<file path="src/rtl/sr_flag_ctrl.sv">
// Bank of set/reset status flags driven by two round-robin arbitrated requesters.
// Supports set, clear and fixed-length pulse commands, one command applied per cycle.
module sr_flag_ctrl #(
   parameter int unsigned NUM_FLAGS = 8,
   parameter int unsigned PULSE_LEN = 4,
   parameter int unsigned IDX_W     = 8
) (
   input  logic                 clk,
   input  logic                 rst,
   input  logic                 a_valid,
   input  logic [1:0]           a_op,
   input  logic [IDX_W-1:0]     a_idx,
   output logic                 a_ready,
   input  logic                 b_valid,
   input  logic [1:0]           b_op,
   input  logic [IDX_W-1:0]     b_idx,
   output logic                 b_ready,
   output logic [NUM_FLAGS-1:0] q,
   output logic                 busy,
   output logic                 err_conflict,
   output logic                 err_range
);

   localparam int unsigned CNT_W = (PULSE_LEN > 1) ? $clog2(PULSE_LEN) : 1;
   localparam logic [CNT_W-1:0] CNT_INIT = CNT_W'(PULSE_LEN - 1);

   localparam logic [0:0] StIdle  = 1'b0;
   localparam logic [0:0] StPulse = 1'b1;

   localparam logic [1:0] OpNop   = 2'b00;
   localparam logic [1:0] OpClear = 2'b01;
   localparam logic [1:0] OpSet   = 2'b10;
   localparam logic [1:0] OpPulse = 2'b11;

   logic [0:0]           state_q, state_d;
   logic [CNT_W-1:0]     cnt_q, cnt_d;
   logic [NUM_FLAGS-1:0] flags_q, flags_d;
   logic [NUM_FLAGS-1:0] pmask_q, pmask_d;
   logic                 rr_q, rr_d;  // 0 favours A, 1 favours B
   logic                 ec_q, ec_d;
   logic                 er_q, er_d;

   logic                 idle, grant_a, grant_b, accept, in_range;
   logic [1:0]           sel_op;
   logic [IDX_W-1:0]     sel_idx;
   logic [NUM_FLAGS-1:0] sel_mask;

   always_comb begin
      idle    = (state_q == StIdle);
      grant_a = idle && a_valid && (!b_valid || !rr_q);
      grant_b = idle && b_valid && (!a_valid ||  rr_q);
      accept  = grant_a || grant_b;
      sel_op  = grant_b ? b_op  : a_op;
      sel_idx = grant_b ? b_idx : a_idx;

      // An out-of-range index matches no bit, so an empty mask flags a range error.
      sel_mask = '0;
      for (int i = 0; i < NUM_FLAGS; i++) begin
         if (sel_idx == IDX_W'(i)) sel_mask[i] = 1'b1;
      end
      in_range = |sel_mask;
   end

   always_comb begin
      state_d = state_q;
      cnt_d   = cnt_q;
      flags_d = flags_q;
      pmask_d = pmask_q;
      rr_d    = rr_q;
      ec_d    = 1'b0;
      er_d    = 1'b0;

      if (idle) begin
         if (a_valid && b_valid) begin
            rr_d = ~rr_q;
            ec_d = (a_idx == b_idx) && (a_op != b_op);
         end
         if (accept) begin
            er_d = !in_range;
            unique case (sel_op)
               OpClear: flags_d = flags_q & ~sel_mask;
               OpSet:   flags_d = flags_q | sel_mask;
               OpPulse: begin
                  if (in_range) begin
                     flags_d = flags_q | sel_mask;
                     pmask_d = sel_mask;
                     cnt_d   = CNT_INIT;
                     state_d = StPulse;
                  end
               end
               default: ;
            endcase
         end
      end else begin
         if (cnt_q == '0) begin
            flags_d = flags_q & ~pmask_q;
            state_d = StIdle;
         end else begin
            cnt_d = cnt_q - CNT_W'(1);
         end
      end
   end

   always_ff @(posedge clk) begin
      if (rst) begin
         state_q <= StIdle;
         cnt_q   <= '0;
         flags_q <= '0;
         pmask_q <= '0;
         rr_q    <= 1'b0;
         ec_q    <= 1'b0;
         er_q    <= 1'b0;
      end else begin
         state_q <= state_d;
         cnt_q   <= cnt_d;
         flags_q <= flags_d;
         pmask_q <= pmask_d;
         rr_q    <= rr_d;
         ec_q    <= ec_d;
         er_q    <= er_d;
      end
   end

   assign a_ready      = grant_a;
   assign b_ready      = grant_b;
   assign q            = flags_q;
   assign busy         = (state_q == StPulse);
   assign err_conflict = ec_q;
   assign err_range    = er_q;

endmodule
</file>
<file path="config.mk">
export PLATFORM = sky130hd
export DESIGN_NAME = sr_flag_ctrl
export DESIGN_NICKNAME = d
export VERILOG_FILES = /design/src/rtl/sr_flag_ctrl.sv
export SDC_FILE = /design/constraint.sdc
export NUM_CORES = 1
export LEC_CHECK = 0
export ABC_AREA = 1
export ABC_CLOCK_PERIOD_IN_PS = 3200
export BUFFER_PORTS_ARGS = -buffer_cell sky130_fd_sc_hd__buf_2
export CELL_PAD_IN_SITES_DETAIL_PLACEMENT = 0
export CELL_PAD_IN_SITES_GLOBAL_PLACEMENT = 1
export CORE_ASPECT_RATIO = 0.8
export CORE_MARGIN = 5
export CORE_UTILIZATION = 40
export CTS_BUF_LIST = sky130_fd_sc_hd__clkbuf_8
export DETAILED_ROUTE_END_ITERATION = 8
export HOLD_SLACK_MARGIN = 0.1
export PLACE_DENSITY = 0.94
export REMOVE_ABC_BUFFERS = 1
export SYNTH_ARGS = -nofsm -noshare
export SYNTH_HDL_FRONTEND = slang
export SYNTH_SLANG_ARGS = --single-unit
</file>
<file path="constraint.sdc">
create_clock -name clk -period 3.2 [get_ports clk]
set_clock_uncertainty 0.2 [all_clocks]
set_input_delay 0.96 -clock clk [delete_from_list [all_inputs] [get_ports clk]]
set_output_delay 0.96 -clock clk [all_outputs]
set_load 0.03 [all_outputs]
</file>
==> impl_metrics.env <==
export IMPL_maxCapViolCount=0
export IMPL_grt_total_usage_pct=16.08
export IMPL_grt_overflow=0
export IMPL_cts_tree="yes"
export IMPL_power_per_cell_area_nw_per_um2=322.8
export IMPL_grt_pass1_vias=1635
export IMPL_hp_start="pmask_q[5]"
export IMPL_dp_cells=341
export IMPL_cts_resized=0
export IMPL_place_area_um2=1943
export IMPL_final_cell_mix="nand2_1, buf_2, inv_1"
export IMPL_rows=21
export IMPL_min_period_ns=2.837
export IMPL_cp_top_family="buffers and inverters"
export IMPL_cp_num_cells=6
export IMPL_hpwl_mm=3.368
export IMPL_max_slew_margin_pct=62.08
export IMPL_numCtsBuffers=3
export IMPL_min_delay_worst_endpoint="pmask_q[5]"
export IMPL_crit_required_ns=2.04
export IMPL_max_freq_mhz=352.5
export IMPL_clockRootBuffer="clkbuf_8"
export IMPL_cts_htree_levels=1
export IMPL_ff2ff_setup_slack_ns=0.69
export IMPL_clockBufferDepth=2
export IMPL_portBuffers=36
export IMPL_reg2reg_depth=13
export IMPL_area_growth_pct=15.47
export IMPL_via_per_inst=5.017
export IMPL_final_util_pct=47.83
export IMPL_antenna_found_initial=0
export IMPL_whs_path_depth=2
export IMPL_cts_sinks=22
export IMPL_worstPathArrival_ns=1.68
export IMPL_drt_first_pass_iters=4
export IMPL_die_area_um2=5750
export IMPL_vias=1731
export IMPL_cp_slowest_cell="buf_2"
export IMPL_setup_viol=0
export IMPL_fp_dieH_um=68.83
export IMPL_syn_area_um2=1730
export IMPL_drive_above_1_share_pct=28.47
export IMPL_cts_setup_buffers=0
export IMPL_postCtsHoldBufs=0
export IMPL_crit_path_start_kind="input pin"
export IMPL_die_w_um=83.54
export IMPL_io_pin_count=37
export IMPL_yosysUniqueCellTypes=30
export IMPL_crit_chain="buf_2 -> inv_1 -> nor2_8 -> nand2_4 -> inv_2 -> buf_2"
export IMPL_rsz0062_at_grt="no"
export IMPL_routabilityCongestion=0.8636
export IMPL_worst_pin_slew_ns=0.5681
export IMPL_min_path_type="reg2reg"
export IMPL_setup_tns_ns=0
export IMPL_fin_cells=345
export IMPL_synth_seq_cells=22
export IMPL_drtAntennaViolNets=0
export IMPL_ir_drop_uv=153.0
export IMPL_critPathMostFrequentCell="buf_2"
export IMPL_drt_iter0_markers=137
export IMPL_insertion_delay_ns=0.26
export IMPL_synth_cells=252
export IMPL_final_common_cell="nand2_1"
export IMPL_critPathKind="in2out"
export IMPL_core_area_um2=4178
export IMPL_finalHoldViolations=0
export IMPL_worstReg2RegStart="busy"
export IMPL_final_max_slew_violation_count=0
export IMPL_drcViolationCount=0
export IMPL_status="completed"
export IMPL_synth_area_per_cell_um2=6.867
export IMPL_yosys_warnings=0
export IMPL_whs_ns=0.2792
export IMPL_cp_max_fo=10
export IMPL_leakage_nw=0.9786
export IMPL_n_antenna_cell=0
export IMPL_fin_nets=315
export IMPL_cpPeakStageDelay_ns=0.20
export IMPL_wl_per_cell_um=12.45
export IMPL_period_share_pct=88.64
export IMPL_end_kind="output port"
export IMPL_grt_max_degree=16
export IMPL_seq_area_frac_synth_pct=25.45
export IMPL_start_util_pct=41.42
export IMPL_clk_pin_slew_ns=0.08
export IMPL_wl_mm=4.296
export IMPL_cp_buffers_inverters=4
export IMPL_grt_first_pass_wirelength_mm=7.521
export IMPL_stdcell_area_um2=1998
report_power, final:
group | internal, mW | switching [mW]
combinational | 0.0540 | 0.111
sequential | 0.276 | 0.00135
clock | 0.110 | 0.0931
total | 0.440 | 0.205
synth_stat cells:
master | instances | area share [%]
nand2_1 | 61 | 13
inv_1 | 27 | 5.9
dfxtp_1 | 22 | 25
a21oi_1 | 21 | 6.1
nor2_1 | 20 | 4.3
nand3_1 | 16 | 4.6
o21ai_0 | 13 | 3.8
nand2_4 | 12 | 7.8
nand2_2 | 7 | 2.5
nand3_2 | 7 | 4.0
nand3b_1 | 5 | 2.2
nand4_1 | 5 | 1.8
nor2_4 | 4 | 2.6
o22ai_1 | 4 | 1.4
a21oi_2 | 3 | 1.5
buf_6 | 3 | 2.0
buf_1 | 2 | 0.43
clkbuf_1 | 2 | 0.43
ha_1 | 2 | 1.4
inv_2 | 2 | 0.43
nor2_8 | 2 | 2.3
nor3_1 | 2 | 0.58
nor4_1 | 2 | 0.72
xor2_1 | 2 | 1.0
a211oi_1 | 1 | 0.43
a221oi_1 | 1 | 0.51
buf_12 | 1 | 1.2
nor2_2 | 1 | 0.36
o2111a_1 | 1 | 0.65
o21ai_1 | 1 | 0.29
metrics by stage:
step                      setup WS (ns)  total power [mW]
after global placement           0.2986            0.4456
after detailed placement         0.2549            0.4474
after CTS                        0.3546            0.6532
after floorplan                  0.2204            0.3959
final                            0.3634            0.6450
after global routing             0.2421            0.6830
worst max path at each step:
stage	from	endpoint	slack, ns
2_1_floorplan	b_valid	flop	0.22
3_3_place_gp	b_valid	flop	0.30
3_5_place_dp	b_valid	flop	0.25
4_1_cts	b_valid	b_ready	0.35
5_1_grt	b_valid	flop	0.24
6_report	b_valid	b_ready	0.36
per-layer routing:
layer	wire length, um	up-vias	global-route usage (%)
met4	31	0	3.012
li1	-	900	-
met2	1913	31	27.00
met3	195	4	3.800
met1	2155	796	21.57
met5	0	-	0
layout make-up:
class | instances | area (um2)
inverter | 29 | 108.9
fill | 460 | 2180
clock buffer | 4 | 55.05
timing repair buffer | 40 | 210.2
multi-input combinational | 193 | 1112
sequential | 22 | 440.4
tap | 57 | 71.32
cells by family after synthesis:
group	count (synthesis)	share of synthesized area (%)
AO/OA/AOI/OAI	45	14.68
buffers and inverters	37	10.27
XOR/XNOR	2	1.012
adder cells (fa/ha/maj)	2	1.446
AND/OR/NAND/NOR	144	47.14
flip-flops	22	25.45
worst register-to-register path, delay by kind of cell (launching register included):
family | cells | cell delay [ns]
AOI/OAI and AO/OA | 3 | 0.36
adders and majority gates | 1 | 0.27
buffers and inverters | 2 | 0.20
DFF | 1 | 0.68
and+or+nand+nor | 7 | 0.73
(Power assumes the default switching activity.)
